[config.mk]
export PLATFORM = sky130hd
export DESIGN_NAME = serial_subtractor
export DESIGN_NICKNAME = d
export VERILOG_FILES = /design/src/rtl/serial_subtractor.sv
export SDC_FILE = /design/constraint.sdc
export NUM_CORES = 1
export LEC_CHECK = 0
export CORE_MARGIN = 2
export CORE_UTILIZATION = 35
export DETAILED_ROUTE_END_ITERATION = 8
export GPL_TIMING_DRIVEN = 0
export HOLD_SLACK_MARGIN = 0.15
export SYNTH_ARGS = -nofsm -noshare
export SYNTH_HDL_FRONTEND = slang
export SYNTH_SLANG_ARGS = --single-unit
[constraint.sdc]
create_clock -name clk -period 1.8 [get_ports clk]
set_clock_uncertainty 0.2 [all_clocks]
set_input_delay 0.54 -clock clk [delete_from_list [all_inputs] [get_ports clk]]
set_output_delay 0.54 -clock clk [all_outputs]
set_load 0.01 [all_outputs]
[src/rtl/serial_subtractor.sv]
// serial_subtractor: bit-serial WIDTH-bit subtractor driving a 1-bit full-subtraction cell, LSB first
module serial_subtractor #(
  parameter int WIDTH = 8
) (
  input  logic             clk,
  input  logic             rst,
  input  logic             start,
  input  logic [WIDTH-1:0] a_in,
  input  logic [WIDTH-1:0] b_in,
  input  logic             bin_in,
  output logic             ready,
  output logic             busy,
  output logic             done,
  output logic [WIDTH-1:0] diff_out,
  output logic             bout_out
);
  localparam int CW = $clog2(WIDTH + 1);
  typedef enum logic [1:0] {IDLE, RUN, DONE} state_t;
  state_t state;
  logic [WIDTH-1:0] a_sh, b_sh, d_sh;
  logic brw;
  logic [CW-1:0] cnt;
  logic d, bo, last;
  assign d = a_sh[0] ^ b_sh[0] ^ brw;
  assign bo = (~a_sh[0] & b_sh[0]) | ((~a_sh[0] | b_sh[0]) & brw);
  assign last = cnt == CW'(WIDTH - 1);
  assign ready = state != RUN;
  assign busy = state == RUN;
  assign done = state == DONE;
  always_ff @(posedge clk)
    if (rst) begin
      state <= IDLE;
      a_sh <= '0;
      b_sh <= '0;
      d_sh <= '0;
      brw <= 1'b0;
      cnt <= '0;
      diff_out <= '0;
      bout_out <= 1'b0;
    end else if (state == RUN) begin
      a_sh <= a_sh >> 1;
      b_sh <= b_sh >> 1;
      d_sh <= {d, d_sh[WIDTH-1:1]};
      brw <= bo;
      cnt <= cnt + CW'(1);
      if (last) begin
        state <= DONE;
        diff_out <= {d, d_sh[WIDTH-1:1]};
        bout_out <= bo;
      end
    end else if (start) begin
      state <= RUN;
      a_sh <= a_in;
      b_sh <= b_in;
      brw <= bin_in;
      d_sh <= '0;
      cnt <= '0;
    end else
      state <= IDLE;
endmodule

==> impl_results.md <==
* Count of cell types in the netlist at 28
* Tot Pwr at 2.02 mW
* Crit share post-route at between 90 and 100%
* Fraction of layout cells with a size suffix above 1 at between 10% and 20%
* Critical Path Sink Type: output port
* Nets@finish at 221
* Row cnt at 24
* Initial antenna violation count at 0
* First-pass GRT wire length at 6110 um
* CTS max path bufs at 2
* CTS Buf Count at 5
* Clk sinks at 39
* CTS tree: built
* Max-slew violations at 0
* # H-tree levels at 2
* Via count at 1296
* Diode count at 0
* Worst slew pin tran at 0.354 ns
* Commonest non-fill, non-tap cell in the layout: dfxtp_1
* P&R area growth vs syn at 34.6%
* DRC Markers at 0
* Gate Count Post-Synth at 157
* RePlAce Congestion at ~0.81
* Crit Path Class: reg -> out
* Pwr dens at 934 mW/mm2
* DRT Pass-1 Iters at 4
* Pleak at about 0.90 nW
* Status: completed
* Most frequent cells in the layout: dfxtp_1, clkdlybuf4s50_1, mux2i_1, nor2_1, a211oi_1
* Worst Hold Class: reg -> reg
* Total Routing Usage GR at between 10% and 20%
* Average size of a mapped cell at ~10 um2
* Top area cells in the synthesized netlist: dfxtp_1, mux2i_1, a211oi_1, a22o_1, nand3b_1
* Relative slew slack at around 76%
* DRT iter0 DRCs at 62
* Tmin final at approximately 1.8 ns
* Placeable Area at ~0.0044 mm2
* Pin count of the biggest net entering global routing at 13
* Cell area after synthesis at around 0.0016 mm2
* Die ar. at 0.00514 mm2
* Routed Antenna Nets at 0
* Fmax at approximately 560 MHz
* Final setup vio count at 0
* #FFs+latches synth at 39
* CP arrival at 1.05 ns
* Nature of the critical path startpoint: flop
* Die height at just over 70 um
* Sequential fraction of the synthesis area at around half
* Number of global-route vias before repair at 1361
* Syn_nets at 179
* Synth area leader: dfxtp_1
* Max-cap viol count at 0
* Peak VDD IR at between 0.6 and 0.7 mV
* Root Buffer: clkbuf_8
* HPWL Detailed at 2530 um
* Post-Layout Cell Count at 252
* Grt ovf at 0
* Final wirelength at about 3600 um
* Inst Count DP at between 200 and 250
* Ys Warns at 0
* Unrepaired setup endpoints after global routing: yes
* CTS Hold Bufs at 0
* Die width at approximately 72 um
* Port Buf Inserts at 30
* Hold Vio Cnt, Final at 0
* Required @ worst endpoint at roughly 1.1 ns
* Initial Util at between 30% and 40%
* Routed WL per cell at 14.2 um
* DR vias/cell at slightly above 5
* Clk slew on worst S/H paths at roughly 0.08 ns
* Peak fanout along the critical path at 6
* I/O pin count at 32
* Top cell type's share of synthesized area at between 40% and 50%
* Clock Latency Late Sink at ~0.28 ns
==> final timing paths <==
path / from / end / slack, ns / cells after the start
hold reg to reg: diff_out[3] / diff_out[3] / 0.27 / 1
setup / recovery: state[1] / ready / 0.01 / 3
hold / removal: diff_out[3] / diff_out[3] / 0.27 / 1
setup reg to reg: state[1] / diff_out[1] / 0.12 / 7
==> flip-flops by register name, indices dropped and copies added (netlist names) <==
register,count
b_sh,8
brw,1
diff_out,8
d_sh,7
cnt,4
a_sh,8
bout_out,1
state,2
==> power by group <==
group	switching, mW	internal (mW)
logic	0.113	0.122
clock network	0.301	0.554
registers	0.0233	0.901
==> area by class of cell <==
class,instances,area (um2)
Timing Repair Buffer,37,344
Multi-Input combinational cell,101,739
Clock buffer,6,72.6
Inverter,4,22.5
Fill cell,400,2230
Buffer,11,70.1
Clock inverter,2,60.1
Tap cell,52,65.1
Sequential cell,39,783
==> cells by family (layout without fill, tap and decap cells) <==
| logic type | count (synthesis) | after routing | synth area share, % |
|---|---|---|---|
| AND/OR/NAND/NOR | 43 | 43 | 13.7 |
| flip-flops | 39 | 39 | 48.7 |
| AO/OA/AOI/OAI | 38 | 38 | 18.4 |
| multiplexers | 18 | 18 | 11.6 |
| buffers and inverters | 17 | 60 | 5.62 |
| adder cells (fa/ha/maj) | 2 | 2 | 2.03 |
==> worst max-delay path, cell delays in order, from the launching register on <==
cell      delay, ns
dfxtp_2        0.32
nand2b_4       0.18
buf_8          0.15
buf_6          0.11
==> timing repair <==
item / in CTS / in global routing
resized for setup: 31 / 5
hold endpoints to repair: 0 / 0
endpoints found under the setup margin: 32 / 6
pin swaps: 0 / 0
buffers inserted: 3 / 4
cloned: 0 / 0
==> layer usage <==
metal | GRT usage (%) | share of wire, %
met4 | 3.77 | 0.75
met5 | 0 | 0
met3 | 4.08 | 5.4
met1 | 17.4 | 44
met2 | 27.0 | 50
==> per-stage QoR <==
| step | setup slack, ns | setup TNS [ns] | util, % | cell area [um2] | hold WS, ns |
|---|---|---|---|---|---|
| finish | 0.0130 | 0 | 49.2 | 2160 | 0.272 |
| global route | -0.0186 | -0.0186 | 49.2 | 2160 | 0.296 |
| CTS | -0.116 | -0.164 | 48.9 | 2140 | 0.275 |
| detailed placement | -0.476 | -10.64 | 44.9 | 1970 | 0.259 |
| global placement | -0.437 | -9.59 | 44.9 | 1970 | 0.256 |
| floorplan | 0.224 | 0 | - | 1600 | 0.245 |
==> synth_stat cells <==
master and count:
a211oi_2 1, a41oi_4 1, or3_1 2, a31oi_1 1, nand2b_1 2, inv_4 1, nor3b_1 1, dfxtp_1 39
nor3_1 2, buf_6 2, nor2b_1 1, nand3_1 2, ha_1 1, o21a_1 1, nand2_1 8, nor2_1 15
nand3b_1 9, fa_1 1, a21oi_1 10, mux2_4 1, buf_2 7, buf_1 1, mux2i_1 17, a22o_1 9
inv_1 3, a211oi_1 15, and3_1 1, clkbuf_1 3
Power figures use the tool's default switching activity.
